==> src/rtl/noc_pkg.sv <==
// Shared types and the round-robin priority scan for the NoC output-port arbiter.
package noc_pkg;

    localparam int unsigned DEF_NUM_REQ    = 4;
    localparam int unsigned DEF_DATA_WIDTH = 256;
    localparam int unsigned DEF_MAX_BEATS  = 16;
    localparam int unsigned DEF_SRC_W      = $clog2(DEF_NUM_REQ);
    localparam int unsigned MAX_REQ        = 32;

    typedef logic [DEF_SRC_W-1:0] src_id_t;

    typedef enum logic {
        ARB_IDLE,
        ARB_LOCKED
    } arb_state_e;

    typedef struct packed {
        logic [DEF_DATA_WIDTH-1:0] data;
        logic                      last;
        src_id_t                   src;
    } beat_t;

    // First set bit of valid at or after ptr, wrapping modulo n (n <= MAX_REQ, ptr < n).
    function automatic int unsigned rr_pick(input logic [MAX_REQ-1:0] valid,
                                            input int unsigned        n,
                                            input int unsigned        ptr);
        int unsigned idx;
        logic        found;
        rr_pick = 0;
        found   = 1'b0;
        for (int unsigned k = 0; k < MAX_REQ; k++) begin
            idx = ptr + k;
            if (idx >= n) idx = idx - n;
            if (!found && (k < n) && valid[idx[4:0]]) begin
                found   = 1'b1;
                rr_pick = idx;
            end
        end
    endfunction

endpackage

==> src/rtl/noc_skid_buffer.sv <==
// Two-entry output FIFO; space_o is a flop so upstream ready never sees ready_i combinationally.
module noc_skid_buffer #(
    parameter type T = logic
) (
    input  logic clk_i,
    input  logic rst_ni,
    input  logic push_i,
    input  T     push_data_i,
    output logic space_o,
    output logic valid_o,
    output T     data_o,
    input  logic ready_i
);

    T           ent0_q, ent0_d;
    T           ent1_q, ent1_d;
    logic [1:0] vld_q, vld_d;
    logic       space_q;

    // Pop shifts entry 1 to the head, then a push fills the first free slot.
    always_comb begin
        ent0_d = ent0_q;
        ent1_d = ent1_q;
        vld_d  = vld_q;
        if (vld_q[0] && ready_i) begin
            ent0_d = ent1_q;
            vld_d  = {1'b0, vld_q[1]};
        end
        if (push_i) begin
            if (!vld_d[0]) begin
                ent0_d   = push_data_i;
                vld_d[0] = 1'b1;
            end else begin
                ent1_d   = push_data_i;
                vld_d[1] = 1'b1;
            end
        end
    end

    always_ff @(posedge clk_i or negedge rst_ni) begin
        if (!rst_ni) begin
            ent0_q  <= '0;
            ent1_q  <= '0;
            vld_q   <= '0;
            space_q <= 1'b0;
        end else begin
            ent0_q  <= ent0_d;
            ent1_q  <= ent1_d;
            vld_q   <= vld_d;
            space_q <= !vld_d[1];
        end
    end

    assign space_o = space_q;
    assign valid_o = vld_q[0];
    assign data_o  = ent0_q;

endmodule

==> src/rtl/noc_rr_arbiter.sv <==
// Round-robin, packet-locking arbiter sharing one NoC output link between NUM_REQ requesters.
module noc_rr_arbiter
    import noc_pkg::*;
#(
    parameter int unsigned NUM_REQ    = DEF_NUM_REQ,
    parameter int unsigned DATA_WIDTH = DEF_DATA_WIDTH,
    parameter int unsigned MAX_BEATS  = DEF_MAX_BEATS,
    parameter int unsigned SRC_W      = $clog2(NUM_REQ)
) (
    input  logic                                 clk_i,
    input  logic                                 rst_ni,
    input  logic [NUM_REQ-1:0]                   req_valid_i,
    input  logic [NUM_REQ-1:0][DATA_WIDTH-1:0]   req_data_i,
    input  logic [NUM_REQ-1:0]                   req_last_i,
    output logic [NUM_REQ-1:0]                   req_ready_o,
    output logic                                 out_valid_o,
    output logic [DATA_WIDTH-1:0]                out_data_o,
    output logic                                 out_last_o,
    output logic [SRC_W-1:0]                     out_src_o,
    input  logic                                 out_ready_i,
    output logic [NUM_REQ-1:0]                   grant_o,
    output logic                                 err_o
);

    localparam int unsigned CNT_W = $clog2(MAX_BEATS + 1);

    typedef struct packed {
        logic [DATA_WIDTH-1:0] data;
        logic                  last;
        logic [SRC_W-1:0]      src;
    } arb_beat_t;

    arb_state_e         state_q, state_d;
    logic [SRC_W-1:0]   owner_q, owner_d;
    logic [SRC_W-1:0]   rr_ptr_q, rr_ptr_d;
    logic [CNT_W-1:0]   cnt_q, cnt_d;
    logic               err_q, err_d;
    logic [NUM_REQ-1:0] grant_q, grant_d;

    logic               space;
    logic [SRC_W-1:0]   sel;
    logic               sel_any;
    logic               accept;
    logic               last_eff;
    logic [CNT_W-1:0]   cnt_inc;
    arb_beat_t          push_beat;
    arb_beat_t          out_beat;

    // Selection, handshake and lock/release decisions.
    always_comb begin
        state_d     = state_q;
        owner_d     = owner_q;
        rr_ptr_d    = rr_ptr_q;
        cnt_d       = cnt_q;
        err_d       = err_q;
        grant_d     = grant_q;
        req_ready_o = '0;

        if (state_q == ARB_LOCKED) begin
            sel     = owner_q;
            sel_any = 1'b1;
        end else begin
            sel     = SRC_W'(rr_pick(MAX_REQ'(req_valid_i), NUM_REQ, 32'(rr_ptr_q)));
            sel_any = |req_valid_i;
        end

        if (sel_any && space) req_ready_o[sel] = 1'b1;
        accept    = req_valid_i[sel] && req_ready_o[sel];
        cnt_inc   = cnt_q + CNT_W'(1);
        last_eff  = req_last_i[sel] || (cnt_inc == CNT_W'(MAX_BEATS));
        push_beat = '{data: req_data_i[sel], last: last_eff, src: sel};

        if (accept) begin
            if (last_eff) begin
                state_d  = ARB_IDLE;
                rr_ptr_d = (sel == SRC_W'(NUM_REQ - 1)) ? '0 : sel + SRC_W'(1);
                cnt_d    = '0;
                grant_d  = '0;
            end else begin
                state_d      = ARB_LOCKED;
                owner_d      = sel;
                cnt_d        = cnt_inc;
                grant_d      = '0;
                grant_d[sel] = 1'b1;
            end
            if (!req_last_i[sel] && last_eff) err_d = 1'b1;
        end
    end

    always_ff @(posedge clk_i or negedge rst_ni) begin
        if (!rst_ni) begin
            state_q  <= ARB_IDLE;
            owner_q  <= '0;
            rr_ptr_q <= '0;
            cnt_q    <= '0;
            err_q    <= 1'b0;
            grant_q  <= '0;
        end else begin
            state_q  <= state_d;
            owner_q  <= owner_d;
            rr_ptr_q <= rr_ptr_d;
            cnt_q    <= cnt_d;
            err_q    <= err_d;
            grant_q  <= grant_d;
        end
    end

    noc_skid_buffer #(
        .T(arb_beat_t)
    ) u_skid (
        .clk_i       (clk_i),
        .rst_ni      (rst_ni),
        .push_i      (accept),
        .push_data_i (push_beat),
        .space_o     (space),
        .valid_o     (out_valid_o),
        .data_o      (out_beat),
        .ready_i     (out_ready_i)
    );

    assign out_data_o = out_beat.data;
    assign out_last_o = out_beat.last;
    assign out_src_o  = out_beat.src;
    assign grant_o    = grant_q;
    assign err_o      = err_q;

endmodule

==> config.mk <==
export PLATFORM = sky130hd
export DESIGN_NAME = noc_rr_arbiter
export DESIGN_NICKNAME = d
export VERILOG_FILES = /design/src/rtl/noc_pkg.sv /design/src/rtl/noc_skid_buffer.sv /design/src/rtl/noc_rr_arbiter.sv
export SDC_FILE = /design/constraint.sdc
export NUM_CORES = 1
export LEC_CHECK = 0
export ABC_AREA = 1
export ABC_CLOCK_PERIOD_IN_PS = 6150
export BUFFER_PORTS_ARGS = -buffer_cell sky130_fd_sc_hd__buf_2
export CORE_AREA = 2 2 501 503
export CTS_BUF_LIST = sky130_fd_sc_hd__clkbuf_4
export CTS_CLUSTER_SIZE = 30
export DETAILED_ROUTE_END_ITERATION = 8
export DIE_AREA = 0 0 503 505
export SETUP_SLACK_MARGIN = 0.4
export SKIP_LAST_GASP = 1
export SLEW_MARGIN = 10
export SYNTH_ARGS = -nofsm -noshare
export SYNTH_HDL_FRONTEND = slang
export SYNTH_SLANG_ARGS = --single-unit
==> constraint.sdc <==
create_clock -name clk_i -period 6.15 [get_ports clk_i]
set_input_delay 0 -clock clk_i [delete_from_list [all_inputs] [get_ports clk_i]]
set_output_delay 0 -clock clk_i [all_outputs]
set_load 0.02 [all_outputs]
==> results of run 1 <==
[per-layer routing]
| layer | global-route usage (%) | vias up | share of wire [%] |
|---|---|---|---|
| li1 | - | 19900 | - |
| met1 | 20.1 | 19700 | 40 |
| met2 | 25.0 | 2546 | 41 |
| met3 | 7.85 | 719 | 12 |
| met4 | 10.3 | 134 | 6.8 |
| met5 | 0 | - | 0.41 |
[worst max-delay path, cell delays in order, from the launching register on]
cell	delay, ps
dfrtp_1	560
inv_2	140
ha_1	360
inv_1	90
nand3_1	130
nand2_1	60
nor2_1	130
nand3_1	80
nand3_1	130
nand3_2	350
nand3_1	180
dlygate4sd3_1	570
nand2_1	60
dlygate4sd3_1	560
nand2_1	60
dlygate4sd3_1	590
nand3_1	90
dlygate4sd3_1	590
o21bai_1	140
dlygate4sd3_1	580
[power by group through the flow]
stage,registers (mW),clock network [mW],logic [mW]
final,3.53,3.67,2.49
after global routing,3.52,3.98,2.69
after CTS,3.53,3.82,2.43
after detailed placement,3.59,0,1.53
after global placement,3.59,0,1.53
after floorplan,3.59,0,0.665
[cells in the mapped netlist]
library cell,count,share of area (%)
buf_4,22,0.53
buf_1,7,0.084
nor3_1,5,0.080
nand3_1,280,4.5
buf_2,146,2.3
xor2_1,2,0.056
or2_2,1,0.020
ha_1,6,0.24
nor2_1,8,0.096
buf_6,33,1.2
clkbuf_2,5,0.080
o21ai_1,467,7.4
and3_1,1,0.020
dfrtp_1,536,43
nand2_2,6,0.12
inv_2,5,0.060
nand2_1,2913,35
inv_1,273,3.3
nand3_2,6,0.19
nand4_1,1,0.020
o21ai_0,55,0.88
clkbuf_1,101,1.2
nor2_2,2,0.040
xnor2_1,1,0.028
o21bai_1,1,0.024
nor2_4,1,0.036
[registers in the layout (all words and copies together), names as in the netlist]
register	cells
cnt_q	5
state_q	1
err_o	1
grant_o	4
u_skid.vld_q	2
owner_q	2
u_skid.ent1_q	259
rr_ptr_q	2
u_skid.data_o	259
u_skid.space_o	1
[metrics by stage]
| step | setup slack [ps] | area, um^2 | power (mW) | std cells |
|---|---|---|---|---|
| 6_report | 625 | 54400 | 9.68 | 10800 |
| 5_1_grt | 358 | 54200 | 10.2 | 10700 |
| 4_1_cts | 600 | 54000 | 9.77 | 10600 |
| 3_5_place_dp | 1710 | 41200 | 5.12 | 9265 |
| 3_3_place_gp | 1720 | 41200 | 5.13 | 9265 |
| 2_1_floorplan | 2890 | 31400 | 4.26 | 4884 |
[area by class of cell]
class / count / area, um^2 / share of cell area [%]
Tap cell: 3330 / 4170 / 7.66
Inverter: 278 / 1050 / 1.93
Clock buffer: 233 / 1750 / 3.22
Antenna cell: 153 / 383 / 0.704
Sequential cell: 536 / 13400 / 24.7
Multi-Input combinational cell: 3757 / 15300 / 28.2
Clock inverter: 51 / 322 / 0.591
Timing Repair Buffer: 2433 / 18000 / 33.0
[worst max path at each step]
stage / from / endpoint / slack [ps]
5_1_grt: rr_ptr_q[0]$_DFFE_PN0P_ / u_skid.ent1_q[209]$_DFFE_PN0P_ / 360
3_3_place_gp: rr_ptr_q[0]$_DFFE_PN0P_ / u_skid.data_o[166]$_DFF_PN0_ / 1720
3_5_place_dp: rr_ptr_q[0]$_DFFE_PN0P_ / u_skid.data_o[214]$_DFF_PN0_ / 1710
6_report: rr_ptr_q[0]$_DFFE_PN0P_ / err_o$_DFFE_PN0P_ / 620
4_1_cts: rr_ptr_q[0]$_DFFE_PN0P_ / u_skid.ent1_q[209]$_DFFE_PN0P_ / 600
2_1_floorplan: rr_ptr_q[0]$_DFFE_PN0P_ / u_skid.ent1_q[149]$_DFFE_PN0P_ / 2890
[cells by family (layout without fill, tap and decap cells)]
family	after synthesis	after routing	synth area share [%]
fa+ha+maj	6	6	0.239
buf+inv	592	2995	8.73
compound gates	523	523	8.34
flops	536	536	42.7
xor+xnor	3	3	0.0837
other cells	0	153	0
simple gates	3224	3225	39.9
[repair_timing]
action                                  CTS  global route
setup buffers                             0             3
hold buffers                           1066             0
resized for setup                         0             2
setup endpoints to repair                 0            81
endpoints found under the hold margin  1071             0
==> run_results.csv, run 1 <==
group,metric,value,unit
detailed_routing,wire_per_inst,21.1,um
timing,max_freq,181,MHz
timing,post-route-period-util,89.8,%
detailed_routing,routed_wl,228000,um
synth,syn-num-nets,5925,
worst_setup_path,start_kind,"flip-flop",
outcome,status,"finished, final reports clean",
die,core_area,0.248,mm^2
placement,numPortBuffers,1303,
power_and_ir_drop,switchingPower,3.06,mW
cts,path_clk_slew,70,ps
final_layout,layout_commonest_cell,"nand2_1",
global_route,grt_max_degree,159,
detailed_routing,vias,43000,
synth,ys_warn_count,0,
hold_path,hold_depth,6,
job,cap_violations,0,
worst_setup_path,cp.arrival,6670,ps
cts,cts_tree,"yes",
global_route,first_global_vias,40800,
cts,numCtsBuffers,161,
detailed_routing,first_iter_violations,3894,
power_and_ir_drop,clockPowerShare,37.9,%
worst_setup_path,worstPathMaxFanout,10,
final_layout,fin_nets,8208,
placement,dp_hpwl,174000,um
worst_setup_path,r2r_end,"err_o$_DFFE_PN0P_",
die,initial_utilization,12.7,%
hold_path,min_to,"u_skid.data_o[94]$_DFF_PN0_",
detailed_routing,viasPerCell,3.99,
synth,synth-seq-area-share,42.7,%
die,core.rowCount,183,
worst_setup_path,reg2reg_slack,620,ps
hold_path,min_path_type,"in -> reg",
final_layout,most-common-layout-cells,"nand2_1 (2,912), buf_2 (1,302), dlygate4sd3_1 (1,063)",
final_layout,layout-drive-gt1-share,22.7,%
worst_setup_path,reg2reg_from,"rr_ptr_q[0]$_DFFE_PN0P_",
final_layout,syn_to_final_growth,73.2,%
worst_setup_path,critPathKind,"reg -> reg",
cts,clock-sinks,536,
timing,rsz0062_at_grt,"yes",
cts,clockRootBuffer,"clkbuf_4",
detailed_routing,antenna_left,0,
detailed_routing,detail_route.first_pass.iterations,8,
worst_setup_path,crit_path_end_kind,"flip-flop",
worst_setup_path,required,7290,ps
timing,hold_viol,0,
global_route,grt_pass1_wl,305000,um
synth,netlist_area,0.0314,mm^2
synth,ys_seq_elements,536,
timing,fin_skew,121,ps
placement,place.gp.congestion,0.987,
power_and_ir_drop,p_per_area,178,mW/mm^2
final_layout,postLayoutCoreUtil,21.9,%
final_layout,fillers,27800,
cts,cts_buffer_depth,3,
synth,syn_area_per_cell,6.43,um^2
timing,max_slew_margin,33.8,%
timing,period_needed,5530,ps
die,die_x,503,um
power_and_ir_drop,swShare,31.6,%
timing,hold_ws,270,ps
timing,final_max_slew_viol_count,0,
global_route,antenna_found_initial,254,
die,fp.dieH,505,um
power_and_ir_drop,leakage,28.5,nW
worst_setup_path,reg2reg_depth,19,
power_and_ir_drop,p_seq_share,36.4,%
cts,clk_latency,1220,ps
timing,fin_tns_setup,0,ps
die,dieArea,0.254,mm^2
global_route,gr-total-overflow,0,
synth,syn_inst,4884,
power_and_ir_drop,cellInternalPower,6.62,mW
hold_path,worst_hold_startpoint,"req_data_i[347]",
power_and_ir_drop,ir_drop,0.116,mV
timing,worst_pin_slew,993,ps
timing,finalSetupViolations,0,
global_route,grtUsageTotal,17.1,%
synth,yosys.cell_types.count,26,
power_and_ir_drop,p_comb_share,25.7,%
detailed_routing,drcViolationCount,0,
cts,htree_levels,4,
die,io_pins,1304,
Note: power is estimated with default switching activity, not from simulation.
==> run 2, diff against run 1 <==
Settings changed: RECOVER_POWER set to 50, SLEW_MARGIN 10 to 20.
==> run 2 against run 1 <==
- the flow now finishes with violations (capacitance limit, slew limit)
- register-to-register slack barely moved
- combinational power barely moved
- clock skew fell by 3.0 ps
- global-route usage did not move
- die area did not move
- sequential cell count did not move
- via count rose by 0.12%
- clock power barely moved
- sequential power barely moved
- critical path type unchanged
- critical endpoint unchanged
==> run_results.csv, run 2 (synthesis results as in run 1) <==
group,metric,value,unit
global_route,grtUsageTotal,17.1,%
timing,max_freq,181,MHz
detailed_routing,routed_wl,228000,um
global_route,first_global_vias,40800,
global_route,grt_pass1_wl,305000,um
placement,place.gp.congestion,0.987,
worst_setup_path,critPathKind,"reg -> reg",
detailed_routing,vias,43100,
die,initial_utilization,12.7,%
worst_setup_path,crit_path_end_kind,"flip-flop",
cts,cts_buffer_depth,3,
detailed_routing,viasPerCell,4.00,
worst_setup_path,required,7300,ps
detailed_routing,drcViolationCount,0,
timing,hold_ws,243,ps
final_layout,syn_to_final_growth,72.3,%
worst_setup_path,cp.arrival,6670,ps
die,core.rowCount,183,
outcome,status,"finished with violations",
final_layout,layout_commonest_cell,"nand2_1",
timing,final_max_slew_viol_count,70,
cts,cts_tree,"yes",
die,dieArea,0.254,mm^2
final_layout,layout-drive-gt1-share,20.2,%
worst_setup_path,start_kind,"flip-flop",
timing,hold_viol,0,
cts,clockRootBuffer,"clkbuf_4",
die,fp.dieH,505,um
cts,clock-sinks,536,
timing,max_slew_margin,-186,%
detailed_routing,antenna_left,0,
timing,finalSetupViolations,0,
detailed_routing,detail_route.first_pass.iterations,6,
placement,place_ws,1710,ps
timing,fin_skew,118,ps
die,io_pins,1304,
timing,setup_slack,627,ps
timing,fin_tns_setup,0,ps
final_layout,most-common-layout-cells,"nand2_1 (2,912), buf_2 (1,130), dlygate4sd3_1 (1,063)",
die,core_area,0.248,mm^2
placement,numPortBuffers,1303,
final_layout,fin_nets,8208,
cts,htree_levels,4,
cts,path_clk_slew,70,ps
outcome,violations,"capacitance limit, slew limit",
global_route,antenna_found_initial,254,
power_and_ir_drop,leakage,27.7,nW
timing,post-route-period-util,89.8,%
job,cap_violations,1,
worst_setup_path,worstPathMaxFanout,10,
power_and_ir_drop,p_per_area,179,mW/mm^2
detailed_routing,first_iter_violations,4003,
detailed_routing,wire_per_inst,21.1,um
placement,dp_hpwl,174000,um
hold_path,min_path_type,"in -> reg",
cts,numCtsBuffers,161,
global_route,gr-total-overflow,0,
power_and_ir_drop,ir_drop,0.117,mV
die,die_x,503,um
cts,clk_latency,1230,ps
global_route,grt_max_degree,159,
timing,rsz0062_at_grt,"yes",
timing,period_needed,5520,ps
timing,worst_pin_slew,4290,ps
-- run 2: changes by cell type in the layout (fill, tap and decap cells not counted), sizes merged --
cell / change
buf: -181
clkbuf: +179
clkdlybuf4s25: +2
diode: +3
-- run 2: worst paths after layout --
check	start	to	slack, ps	cells past startpoint
max	rr_ptr_q[0]$_DFFE_PN0P_	err_o$_DFFE_PN0P_	630	19
min	req_data_i[347]	u_skid.data_o[94]$_DFF_PN0_	240	6
max in group asynchronous	rst_ni	u_skid.data_o[156]$_DFF_PN0_	990	7
max reg2reg	rr_ptr_q[0]$_DFFE_PN0P_	err_o$_DFFE_PN0P_	630	19
min reg2reg	u_skid.ent1_q[146]$_DFFE_PN0P_	u_skid.ent1_q[146]$_DFFE_PN0P_	480	2
min in group asynchronous	rst_ni	u_skid.data_o[169]$_DFF_PN0_	2420	5
-- run 2: where the power goes --
| group | leakage [nW] | internal, mW | switching (mW) |
|---|---|---|---|
| clock | 1.23 | 1.84 | 1.84 |
| combinational | 19.0 | 1.25 | 1.23 |
| sequential | 7.49 | 3.53 | 0 |
| total | 27.7 | 6.62 | 3.07 |
-- run 2: worst max-delay path: stages, from the launching register on --
cell and delay (ps):
dfrtp_1 560, inv_2 140, ha_1 360, inv_1 90, nand3_1 130, nand2_1 60, nor2_1 130, nand3_1 80
nand3_1 130, nand3_2 350, nand3_1 180, dlygate4sd3_1 570, nand2_1 60, dlygate4sd3_1 560, nand2_1 60, dlygate4sd3_1 590
nand3_1 90, dlygate4sd3_1 590, o21bai_1 140, dlygate4sd3_1 580
-- run 2: metrics by stage --
| stage | std cells | area, um^2 | power [mW] | utilization [%] |
|---|---|---|---|---|
| 6_report | 10800 | 54100 | 9.69 | 21.8 |
| 5_1_grt | 10700 | 54000 | 10.2 | 21.7 |
| 3_3_place_gp | 9265 | 41200 | 5.13 | 16.6 |
| 4_1_cts | 10600 | 54000 | 9.77 | 21.7 |
| 2_1_floorplan | 4884 | 31400 | 4.26 | - |
| 3_5_place_dp | 9265 | 41200 | 5.12 | 16.6 |
-- run 2: layout make-up --
type,instances,area [um^2]
tap,3330,4170
fill,27900,194000
antenna,156,390
clock inverter,51,322
inverter,278,1050
multi-input combinational,3757,15300
timing repair buffer,2433,17700
sequential,536,13400
clock buffer,233,1750
-- run 2: layer usage --
metal	track usage, %	vias up	share of wire [%]
li1	-	20000	-
met1	20.1	19700	39
met2	25.0	2541	41
met3	7.85	760	13
met4	10.3	138	6.7
met5	0	-	0.43
-- run 2: repair_timing --
action | CTS | global route
hold buffers | 1066 | 0
setup endpoints to repair | 0 | 81
buffers inserted | 0 | 3
endpoints found under the hold margin | 1071 | 0
resized for setup | 0 | 2
